===== src/rtl/uart_arb_pkg.sv =====
// ============================================================================
// uart_arb_pkg : shared types and helpers for the UART TX sharing blocks
// Revision 1.0
// ============================================================================
`default_nettype none

package uart_arb_pkg;

  typedef enum logic [0:0] {
    IDLE = 1'b0,
    SEND = 1'b1
  } arb_state_e;

  localparam int DEFAULT_DATA_W = 8;

  // Index width for n requesters; never below one bit.
  function automatic int grant_w(input int n);
    return (n > 1) ? $clog2(n) : 1;
  endfunction

endpackage

`default_nettype wire


===== src/rtl/uart_tx_arbiter_if.sv =====
// ============================================================================
// uart_tx_arbiter_if : requester streams, UART sink and arbiter status
// Revision 1.0
// ============================================================================
`default_nettype none

interface uart_tx_arbiter_if
  import uart_arb_pkg::*;
#(
  parameter int NUM_REQ = 4,
  parameter int DATA_W  = DEFAULT_DATA_W
);

  localparam int GW = grant_w(NUM_REQ);

  logic [NUM_REQ-1:0]        req_valid;
  logic [NUM_REQ*DATA_W-1:0] req_data;
  logic [NUM_REQ-1:0]        req_last;
  logic [NUM_REQ-1:0]        req_ready;
  logic [DATA_W-1:0]         tx_data;
  logic                      tx_valid;
  logic                      tx_ready;
  logic [GW-1:0]             grant_id;
  logic                      busy;
  logic                      timeout_pulse;

  modport slave (
    input  req_valid, req_data, req_last, tx_ready,
    output req_ready, tx_data, tx_valid, grant_id, busy, timeout_pulse
  );

  modport master (
    output req_valid, req_data, req_last, tx_ready,
    input  req_ready, tx_data, tx_valid, grant_id, busy, timeout_pulse
  );

endinterface

`default_nettype wire


===== src/rtl/uart_tx_arbiter_rr_pick.sv =====
// ============================================================================
// rr_pick : combinational round-robin picker, first set bit from ptr upward
// Revision 1.0
// ============================================================================
`default_nettype none

module rr_pick
  import uart_arb_pkg::*;
#(
  parameter int NUM_REQ = 4,
  parameter int IDX_W   = grant_w(NUM_REQ)
) (
  input  logic [NUM_REQ-1:0] req,
  input  logic [IDX_W-1:0]   ptr,
  output logic [IDX_W-1:0]   winner,
  output logic               any_req
);

  logic found;

  always_comb begin
    int idx;
    idx    = 0;
    winner = '0;
    found  = 1'b0;
    for (int k = 0; k < NUM_REQ; k++) begin
      idx = int'(ptr) + k;
      if (idx >= NUM_REQ) begin
        idx = idx - NUM_REQ;
      end
      if (!found && req[idx]) begin
        winner = IDX_W'(idx);
        found  = 1'b1;
      end
    end
  end

  assign any_req = |req;

endmodule

`default_nettype wire


===== src/rtl/uart_tx_arbiter.sv =====
// ============================================================================
// uart_tx_arbiter : packet-locked round-robin sharing of one UART TX sink
// Revision 1.0
// ============================================================================
`default_nettype none

module uart_tx_arbiter
  import uart_arb_pkg::*;
#(
  parameter int NUM_REQ     = 4,
  parameter int DATA_W      = DEFAULT_DATA_W,
  parameter int TIMEOUT_CYC = 1000
) (
  input logic              clk,
  input logic              rst,
  uart_tx_arbiter_if.slave bus
);

  localparam int GW = grant_w(NUM_REQ);
  localparam int CW = (TIMEOUT_CYC > 0) ? $clog2(TIMEOUT_CYC + 1) : 1;
  // Exit happens on the idle cycle that would take the count to TIMEOUT_CYC.
  localparam logic [CW-1:0] STALL_LAST = CW'((TIMEOUT_CYC > 0) ? TIMEOUT_CYC - 1 : 0);

  arb_state_e    state_q, state_d;
  logic [GW-1:0] rr_ptr_q, rr_ptr_d;
  logic [GW-1:0] grant_q, grant_d;
  logic          busy_q, busy_d;
  logic          tpulse_q, tpulse_d;
  logic [CW-1:0] stall_q, stall_d;

  logic [GW-1:0] w_winner;
  logic          w_any;
  logic          w_g_valid;
  logic          w_g_last;
  logic [GW-1:0] w_next;

  rr_pick #(
    .NUM_REQ (NUM_REQ),
    .IDX_W   (GW)
  ) u_pick (
    .req     (bus.req_valid),
    .ptr     (rr_ptr_q),
    .winner  (w_winner),
    .any_req (w_any)
  );

  assign w_g_valid = bus.req_valid[grant_q];
  assign w_g_last  = bus.req_last[grant_q];
  assign w_next    = (grant_q == GW'(NUM_REQ - 1)) ? '0 : grant_q + 1'b1;

  always_comb begin
    state_d  = state_q;
    rr_ptr_d = rr_ptr_q;
    grant_d  = grant_q;
    tpulse_d = 1'b0;
    stall_d  = stall_q;
    case (state_q)
      IDLE: begin
        if (w_any) begin
          state_d = SEND;
          grant_d = w_winner;
          stall_d = '0;
        end
      end
      SEND: begin
        if (w_g_valid && bus.tx_ready) begin
          stall_d = '0;
          if (w_g_last) begin
            state_d  = IDLE;
            rr_ptr_d = w_next;
          end
        end else if (!w_g_valid && (TIMEOUT_CYC != 0)) begin
          // Backpressure (valid high, ready low) deliberately never counts.
          if (stall_q == STALL_LAST) begin
            state_d  = IDLE;
            rr_ptr_d = w_next;
            tpulse_d = 1'b1;
            stall_d  = '0;
          end else begin
            stall_d = stall_q + 1'b1;
          end
        end
      end
      default: state_d = IDLE;
    endcase
    busy_d = (state_d == SEND);
  end

  always_ff @(posedge clk or posedge rst) begin
    if (rst) begin
      state_q  <= IDLE;
      rr_ptr_q <= '0;
      grant_q  <= '0;
      busy_q   <= 1'b0;
      tpulse_q <= 1'b0;
      stall_q  <= '0;
    end else begin
      state_q  <= state_d;
      rr_ptr_q <= rr_ptr_d;
      grant_q  <= grant_d;
      busy_q   <= busy_d;
      tpulse_q <= tpulse_d;
      stall_q  <= stall_d;
    end
  end

  // Pass-through from the granted requester; gated only by the current state.
  assign bus.tx_valid      = (state_q == SEND) && w_g_valid;
  assign bus.tx_data       = bus.req_data[int'(grant_q) * DATA_W +: DATA_W];
  assign bus.grant_id      = grant_q;
  assign bus.busy          = busy_q;
  assign bus.timeout_pulse = tpulse_q;

  generate
    for (genvar i = 0; i < NUM_REQ; i++) begin : g_ready
      assign bus.req_ready[i] = (state_q == SEND) && (grant_q == GW'(i)) && bus.tx_ready;
    end
  endgenerate

endmodule

`default_nettype wire


===== src/flat_wrapper.sv =====
// flat-port wrapper written by rule: the top's interface ports become plain ports
module uart_tx_arbiter_flat import uart_arb_pkg::*;
#(
  parameter int NUM_REQ     = 4,
  parameter int DATA_W      = DEFAULT_DATA_W,
  parameter int TIMEOUT_CYC = 1000
)
  (clk, rst, bus_req_valid, bus_req_data, bus_req_last, bus_tx_ready, bus_req_ready, bus_tx_data, bus_tx_valid, bus_grant_id, bus_busy, bus_timeout_pulse);
  uart_tx_arbiter_if #(.NUM_REQ(NUM_REQ), .DATA_W(DATA_W)) bus_i ();
  input logic clk;
  input logic rst;
  input wire logic [$bits(bus_i.req_valid)-1:0] bus_req_valid;
  input wire logic [$bits(bus_i.req_data)-1:0] bus_req_data;
  input wire logic [$bits(bus_i.req_last)-1:0] bus_req_last;
  input wire logic [$bits(bus_i.tx_ready)-1:0] bus_tx_ready;
  output wire logic [$bits(bus_i.req_ready)-1:0] bus_req_ready;
  output wire logic [$bits(bus_i.tx_data)-1:0] bus_tx_data;
  output wire logic [$bits(bus_i.tx_valid)-1:0] bus_tx_valid;
  output wire logic [$bits(bus_i.grant_id)-1:0] bus_grant_id;
  output wire logic [$bits(bus_i.busy)-1:0] bus_busy;
  output wire logic [$bits(bus_i.timeout_pulse)-1:0] bus_timeout_pulse;
  assign bus_i.req_valid = bus_req_valid;
  assign bus_i.req_data = bus_req_data;
  assign bus_i.req_last = bus_req_last;
  assign bus_i.tx_ready = bus_tx_ready;
  assign bus_req_ready = bus_i.req_ready;
  assign bus_tx_data = bus_i.tx_data;
  assign bus_tx_valid = bus_i.tx_valid;
  assign bus_grant_id = bus_i.grant_id;
  assign bus_busy = bus_i.busy;
  assign bus_timeout_pulse = bus_i.timeout_pulse;
  uart_tx_arbiter #(.NUM_REQ(NUM_REQ), .DATA_W(DATA_W), .TIMEOUT_CYC(TIMEOUT_CYC)) u_core (.clk(clk), .rst(rst), .bus(bus_i));
endmodule

===== config.mk =====
export PLATFORM = sky130hd
export DESIGN_NAME = uart_tx_arbiter_flat
export DESIGN_NICKNAME = d
export VERILOG_FILES = /design/src/rtl/uart_arb_pkg.sv /design/src/rtl/uart_tx_arbiter_if.sv /design/src/rtl/uart_tx_arbiter_rr_pick.sv /design/src/rtl/uart_tx_arbiter.sv /design/src/flat_wrapper.sv
export SDC_FILE = /design/constraint.sdc
export NUM_CORES = 1
export LEC_CHECK = 0
export CORE_MARGIN = 5
export CORE_UTILIZATION = 44
export DETAILED_ROUTE_END_ITERATION = 16
export MAX_ROUTING_LAYER = met4
export PLACE_DENSITY = 0.95
export SYNTH_ARGS = -nofsm -noshare
export SYNTH_HDL_FRONTEND = slang
export SYNTH_SLANG_ARGS = --single-unit

===== constraint.sdc =====
create_clock -name clk -period 3.9 [get_ports clk]
set_clock_uncertainty 0.2 [all_clocks]
set_input_delay 0.585 -clock clk [delete_from_list [all_inputs] [get_ports clk]]
set_output_delay 0.585 -clock clk [all_outputs]
set_load 0.02 [all_outputs]

Yosys cells after proc, flatten, opt, wreduce, memory -nomap -nowiden
Cells that the tools add are included.
Storage, ports and cells
  register bits: 16
  output and inout bits: 17
  word-level logic and storage cells: 102
Operators by class
  add/subtract/negate cells: 9
  magnitude comparators: 9
  equality and inequality tests: 8
  shift-type cells: 1
  multiplexer cells: 47
  bitwise operators: 1
  reductions and logical operators: 22
Operators with widths (number)
  $lt A32 B4 Y1 const B: 4
  $mux W32: 4
  $mux W10: 4
  $shiftx A32 B6 Y8: 1
  $mux W1: 22
  $pmux W10 S2: 1
  $mux W2: 9
  $logic_and A1 B1 Y1: 13
  $bmux W1 S2: 6
  $sub A3 B3 Y4 const B: 3
  $add A10 B1 Y10 const B: 1
  $eq A10 B10 Y1 const B: 1
  $ge A3 B3 Y1 const B: 3
  $add A2 B2 Y3 const B: 2
  $eq A2 B2 Y1 const B: 2
  $ne A2 B2 Y1 const B: 2
  $reduce_and A2 Y1: 2
  $reduce_and A4 Y1: 1
  $reduce_or A4 Y1: 1
  $sub A2 B3 Y4 const B: 1
  $add A2 B1 Y3 const B: 1
  $ge A2 B3 Y1 const B: 1
  $logic_not A1 Y1: 3
  $lt A2 B3 Y1 const B: 1
  other kinds (8): 8

Logic depth before layout (Yosys ltp)
Gate-level depths: netlist of run 1.
  depth in word-level cells: 15
  mapped depth: 6

Hierarchy
A second synthesis of run 1 with hierarchy kept.
Unflattened totals
  cells, all modules: 130
  area total of the unflattened synthesis: 1248.7 sq um
Modules (own cells, without submodules)
  uart_tx_arbiter: times used 1, cells each 115, area each 1171.1 sq um
  rr_pick: times used 1, cells each 15, area each 77.6 sq um

Least setup slack after synthesis of run 1
No wires, ideal clock.
  path kind: flip-flop to output port
  from: reg u_core.grant_q[0], in the netlist u_core.bus.grant_id[0]
  to: out bus_tx_data[0]
  arrival time: 1515 ps
  required time: 3115 ps
  path slack: 1600 ps
  stages on the path, launching flop included: 3
  path buffers: 1
  path through: dfrtp_1 > buf_2 > mux4_2
Between the ends
  cells in the longest elaborated chain, start to end: 1
Ends and longest elaborated chain
  from (decl): RTL line uart_tx_arbiter.sv:26  | logic [GW-1:0] grant_q, grant_d;
  from (signal assigned): RTL line uart_tx_arbiter.sv:100  | grant_q <= grant_d;
  $shiftx A32 B6 Y8: RTL line uart_tx_arbiter.sv:109  | assign bus.tx_data = bus.req_data[int'(grant_q) * DATA_W +: DATA_W];
  to (decl): RTL line flat_wrapper.sv:17  | output wire logic [$bits(bus_i.tx_data)-1:0] bus_tx_data;
Every way passes these cells.

Worst setup path after layout of run 1
  from: reg u_core.grant_q[0], in the netlist u_core.bus.grant_id[0]
  to: out bus_tx_valid
Between the ends
  cells in the longest elaborated chain, start to end: 3
Ends and longest elaborated chain
  $bmux W1 S2: RTL line uart_tx_arbiter.sv:47  | assign w_g_valid = bus.req_valid[grant_q];
  $mux W1 (not written as such): RTL line uart_tx_arbiter.sv:47
  $logic_and A1 B1 Y1: RTL line uart_tx_arbiter.sv:108  | assign bus.tx_valid = (state_q == SEND) && w_g_valid;
  to (decl): RTL line flat_wrapper.sv:18  | output wire logic [$bits(bus_i.tx_valid)-1:0] bus_tx_valid;
Every way passes these cells. The select of a mux whose other input is x is not followed.

==> impl_metrics.ini, run 1 <==
[drt]
vias_per_cell = 5.75
wire_per_inst_um = 18.2
wl_um = 3900
firstDrtPassIters = 4
first_iter_violations = 43
drc = 0
ant_nets = 0
vias = 1230

[clock_network]
numCtsBuffers = 3
root_buffer = clkbuf_4
cts_hold_buf = 0
cts_tree = done
cts_setup_buffers = 0
clock_latency_ns = 0.30
cts_sinks = 16
clk_pin_slew_ns = 0.10
htree_num_levels = 1
cts_resized = 0
clock_path_buffers = 2

[place]
gp_congestion = 0.919
place_hpwl_um = 3210
place.port_buffers = 59

[synth]
synth_top_area_share_pct = 31.7
ys_seq_elements = 16
yosysTopAreaCell = dfrtp_1
synth_area_leaders = dfrtp_1 32%, mux4_2 16%, ha_1 4.9%, xnor2_1 4.2%, nor2_1 3.6%
postSynth.topFlopCell = dfrtp_1
synth_warnings = 0
synthArstFlopShare_pct = 100
yosysMostFrequentCell = dfrtp_1
synthDistinctLibCells = 36
syn_nets = 171
synth_cells = 123
synth_area_um2 = 1260
synth_edf_count = 0
avgSynthCellArea_um2 = 10.3
synth_commonest_cells = 16 x dfrtp_1, 12 x nor2_1, 9 x mux4_2, 8 x inv_1
ys_seq_area_share_pct = 31.7

[timing]
rsz0062_at_grt = false
worstMarginPinSlew_ns = 0.791
setup_viol = 0
timing.final.crit_share_pct = 85.0
timing.fmax_mhz = 302
finalCriticalPeriod_ns = 3.31
hold_slack_ns = 0.328
tns_ns = 0
maxSlewViolCount = 0
final_hold_viol_count = 0
slew_headroom_pct = 47.3

[floorplan]
core-area_um2 = 2760
boundaryPins = 60
fp.dieW_um = 63.6
die_h_um = 63.6
rows = 19
start_util_pct = 45.9
die_area_um2 = 4050

[layout]
diodes = 0
final_core_util_pct = 69.5
layout.nets = 232
syn2layout_area_growth_pct = 51.5
layout-drive-gt1-share_pct = 12.6

[setup_path]
cp.required_ns = 3.12
rr_worst_depth = 5
rr_endpoint = u_core.rr_ptr_q[0]$_DFFE_PP0P_
r2r_slack_ns = 1.39
path_max_fanout = 16
end_kind = output pin
worst-setup-path-type = reg -> out
r2r_start = u_core.bus.grant_id[0]$_DFFE_PP0P_
critPathLaunchType = register
critPathArrivalTime_ns = 2.53

[global_route]
grt_use_met3_pct = 4.62
grt.total_usage_pct = 19.8
grt_use_met2_pct = 36.0
busiest_layer = met2
grt_first_pass_wirelength_um = 6270
grt_max_degree = 18
grt_pass1_vias = 1241
grtUsageMet1_pct = 21.9
antenna_found_initial = 0
grt.overflow.total = 0

[pwr]
power_leakage_nw = 0.769
finalPower_w = 0.00106
power.density_nw_per_um2 = 551
ir_drop_mv = 0.431

[outcome]
status = complete, no violations

[min_path]
min_path_type = reg -> reg
hold_depth = 1
min_to = u_core.stall_q[0]$_DFFE_PP0P_
worstHoldStart = u_core.stall_q[0]$_DFFE_PP0P_

[run]
cap_violations = 0
## routing by layer
metal  vias to the layer above  part of all wire [%]
li1                        578                     -
met1                       597                    40
met2                        50                    51
met3                         5                   8.0
met4                         0                  0.90
met5                         -                     0
## state kept, by name, indices dropped and copies added, names as in the netlist
name / count
u_core.bus.grant_id: 2
u_core.bus.timeout_pulse: 1
u_core.rr_ptr_q: 2
u_core.stall_q: 10
u_core.state_q: 1
## how the worst max path moves through the flow
stage / from / to / slack, ns / depth (start not counted)
after global placement: bus_req_valid[3] / bus_tx_valid / 0.78 / 5
after CTS: u_core.bus.grant_id[0]$_DFFE_PP0P_ / bus_tx_valid / 0.57 / 4
after floorplan: u_core.bus.grant_id[0]$_DFFE_PP0P_ / bus_tx_data[0] / 1.60 / 2
after detailed placement: bus_req_valid[2] / bus_tx_valid / 0.75 / 5
final: u_core.bus.grant_id[0]$_DFFE_PP0P_ / bus_tx_valid / 0.59 / 4
after global routing: u_core.bus.grant_id[0]$_DFFE_PP0P_ / bus_tx_valid / 0.42 / 4
## placed cells by master (no fill, tap or decap), types with 3 or more instances in the layout
cell / synthesis / final
nor4_1: 3 / 3
mux2_2: 3 / 3
mux4_2: 9 / 9
clkdlybuf4s50_1: 0 / 59
nand2b_1: 4 / 4
nand4_1: 3 / 3
and2_1: 3 / 3
dfrtp_1: 16 / 16
nand2_1: 7 / 7
o22ai_1: 3 / 3
nand3_1: 3 / 3
inv_1: 8 / 8
and3_1: 7 / 7
ha_1: 5 / 5
nor2_1: 12 / 12
xnor2_1: 6 / 6
a21oi_1: 6 / 6
clkbuf_4: 0 / 3
## through the flow
stage               setup WS (ns)  cells  instance area [µm²]
floorplan                    1.60    123                 1260
global placement            0.782    210                 1880
detailed placement          0.754    210                 1880
CTS                         0.569    214                 1920
global route                0.419    214                 1920
finish                      0.586    214                 1920
## report_power, final
group	internal (W)	switching [W]	total, W
Clock	0.0000570	0.0000550	0.000112
Sequential	0.000203	0.000104	0.000306
Combinational	0.000352	0.000285	0.000637
## area by class of cell
class,instances,area [µm²]
Clock buffer,4,36.3
Fill cell,203,841
Inverter,8,30.0
Multi-Input combinational cell,96,821
Sequential cell,16,400
Tap cell,31,38.8
Timing Repair Buffer,59,591
## cell families after synthesis
family	Yosys count	synth area share [%]
AND/OR/NAND/NOR	51	22.3
AO/OA/AOI/OAI	18	11.2
multiplexers	16	22.4
flip-flops	16	31.7
buffers and inverters	11	3.46
XOR/XNOR	6	4.15
adder cells (fa/ha/maj)	5	4.95
## worst max-delay path, cell delays in order, from the launching register on
cell and delay [ns]:
dfrtp_1 0.87, mux2i_1 0.30, mux2_2 0.35, nor2_1 0.10, clkdlybuf4s50_1 0.61
(Power assumes the default switching activity.)
==> run 2: changes to the inputs <==
--- a/config.mk
+++ b/config.mk
@@ -6,10 +6,10 @@
 export NUM_CORES = 1
 export LEC_CHECK = 0
 export CORE_MARGIN = 5
-export CORE_UTILIZATION = 44
+export CORE_UTILIZATION = 37
 export DETAILED_ROUTE_END_ITERATION = 16
 export MAX_ROUTING_LAYER = met4
-export PLACE_DENSITY = 0.95
+export PLACE_DENSITY = 0.88
 export SYNTH_ARGS = -nofsm -noshare
 export SYNTH_HDL_FRONTEND = slang
 export SYNTH_SLANG_ARGS = --single-unit
==> constraint.sdc (replaced) <==
create_clock -name clk -period 2.7 [get_ports clk]
set_clock_uncertainty 0.2 [all_clocks]
set_input_delay 0.405 -clock clk [delete_from_list [all_inputs] [get_ports clk]]
set_output_delay 0.405 -clock clk [all_outputs]
set_load 0.02 [all_outputs]
==> impl_metrics.ini, run 2 (same netlist as run 1, synthesis figures left out) <==
[pwr]
power_leakage_nw = 0.810
finalPower_w = 0.00154
ir_drop_mv = 0.345
power.density_nw_per_um2 = 772

[drt]
wl_um = 3810
vias_per_cell = 5.21
firstDrtPassIters = 5
ant_nets = 0
wire_per_inst_um = 16.0
first_iter_violations = 60
drc = 0
vias = 1239

[layout]
final_core_util_pct = 60.3
layout_commonest_cell = clkdlybuf4s50_1
largest_reg_flops = 10
layout-drive-gt1-share_pct = 16.7
layout.nets = 242
diodes = 0
final_cell_mix = 59 x clkdlybuf4s50_1, 16 x dfrtp_1, 12 x nor2_1, 10 x buf_4, 9 x mux4_2
fill_cells = 286
regMostFlops = u_core.stall_q
syn2layout_area_growth_pct = 57.9

[setup_path]
end_kind = output pin
critPathArrivalTime_ns = 1.97
critPathLaunchType = register
cp_num_buf_inv = 2
r2r_start = u_core.bus.grant_id[0]$_DFFE_PP0P_
rr_worst_depth = 7
worst-setup-path-type = reg -> out
cp.required_ns = 2.10
slowest_delay_ns = 0.61
crit_slowest_cell = clkdlybuf4s50_1
r2r_slack_ns = 0.60
rr_endpoint = u_core.rr_ptr_q[1]$_DFFE_PP0P_
cp_top_family = buffers and inverters
path_max_fanout = 6
worstPathCellList = buf_4 > mux2i_2 > mux2_2 > nor2_1 > clkdlybuf4s50_1

[clock_network]
cts_setup_buffers = 0
cts_hold_buf = 0
cts_sinks = 16
clock_latency_ns = 0.28
cts_resized = 0
clk_pin_slew_ns = 0.09
numCtsBuffers = 3
cts_tree = done
clock_path_buffers = 2
htree_num_levels = 1
root_buffer = clkbuf_4

[floorplan]
die_area_um2 = 4690
boundaryPins = 60
start_util_pct = 38.2
die_h_um = 68.5
rows = 21
core-area_um2 = 3310
fp.dieW_um = 68.5

[global_route]
grt.total_usage_pct = 17.3
grt.overflow.total = 0
grt_pass1_vias = 1288
grt_max_degree = 17
grt_first_pass_wirelength_um = 5900
antenna_found_initial = 0

[run]
cap_violations = 0

[outcome]
status = complete, no violations

[place]
place_hpwl_um = 3170
place.port_buffers = 59
gp_congestion = 0.814
dp_slack_ns = 0.122

[timing]
slew_headroom_pct = 57.4
timing.fmax_mhz = 388
setup_viol = 0
worstMarginPinSlew_ns = 0.639
final_hold_viol_count = 0
timing.final.ws_setup_ns = 0.122
finalCriticalPeriod_ns = 2.58
rsz0062_at_grt = false
maxSlewViolCount = 0
timing.final.crit_share_pct = 95.5
tns_ns = 0

[min_path]
min_path_type = in -> async
==> run 2: cell count changes in the layout (fill, tap and decap cells not counted), sizes merged <==
cell	previous run	this run
buf	0	10
clkbuf	4	3
==> run 2: per-stage QoR <==
step                      std cells  hold WS (ns)  area [µm²]
after floorplan                 123         0.119        1260
after global placement          235         0.289        1970
after detailed placement        235         0.299        1970
after CTS                       238         0.309        2000
after global routing            238         0.345        2000
final                           238         0.295        2000
==> run 2: power by group <==
group / internal, W / leakage, nW / switching [W]
clock network: 0.0000518 / 0.0138 / 0.0000739
logic: 0.000555 / 0.589 / 0.000506
registers: 0.000295 / 0.208 / 0.0000594
total: 0.000902 / 0.810 / 0.000639
==> run 2: final cells by class <==
class                   instances  area, µm²  share of cell area, %
clock buffers                   3       22.5                   1.13
multi-input cells              96        821                   41.1
repair buffers                 69        666                   33.3
well taps                      46       57.6                   2.88
flip-flops and latches         16        400                   20.1
inverters                       8       30.0                   1.50
==> run 2: how the worst max path moves through the flow <==
stage                                       startpoint              to  depth (start not counted)
floorplan           u_core.bus.grant_id[0]$_DFFE_PP0P_  bus_tx_data[0]                          2
global placement                      bus_req_valid[0]    bus_tx_valid                          5
detailed placement                    bus_req_valid[0]    bus_tx_valid                          5
CTS                 u_core.bus.grant_id[0]$_DFFE_PP0P_    bus_tx_valid                          5
global route        u_core.bus.grant_id[0]$_DFFE_PP0P_    bus_tx_valid                          5
finish              u_core.bus.grant_id[0]$_DFFE_PP0P_    bus_tx_valid                          5
==> run 2: metal layers <==
layer | track usage [%] | up-vias | wire [µm]
li1 | - | 596 | -
met1 | 17.5 | 576 | 1390
met2 | 32.3 | 61 | 1850
met3 | 4.43 | 6 | 502
met4 | 4.71 | 0 | 60
met5 | - | - | 0
==> run 3: changes to the inputs <==
--- a/config.mk
+++ b/config.mk
@@ -5,11 +5,14 @@
 export SDC_FILE = /design/constraint.sdc
 export NUM_CORES = 1
 export LEC_CHECK = 0
+export CAP_MARGIN = 20
 export CORE_MARGIN = 5
 export CORE_UTILIZATION = 37
 export DETAILED_ROUTE_END_ITERATION = 16
+export GPL_ROUTABILITY_DRIVEN = 0
 export MAX_ROUTING_LAYER = met4
 export PLACE_DENSITY = 0.88
+export SKIP_LAST_GASP = 1
 export SYNTH_ARGS = -nofsm -noshare
 export SYNTH_HDL_FRONTEND = slang
 export SYNTH_SLANG_ARGS = --single-unit
==> results of run 3 <==
Final layout, timing and power as in run 2 (identical DEF).
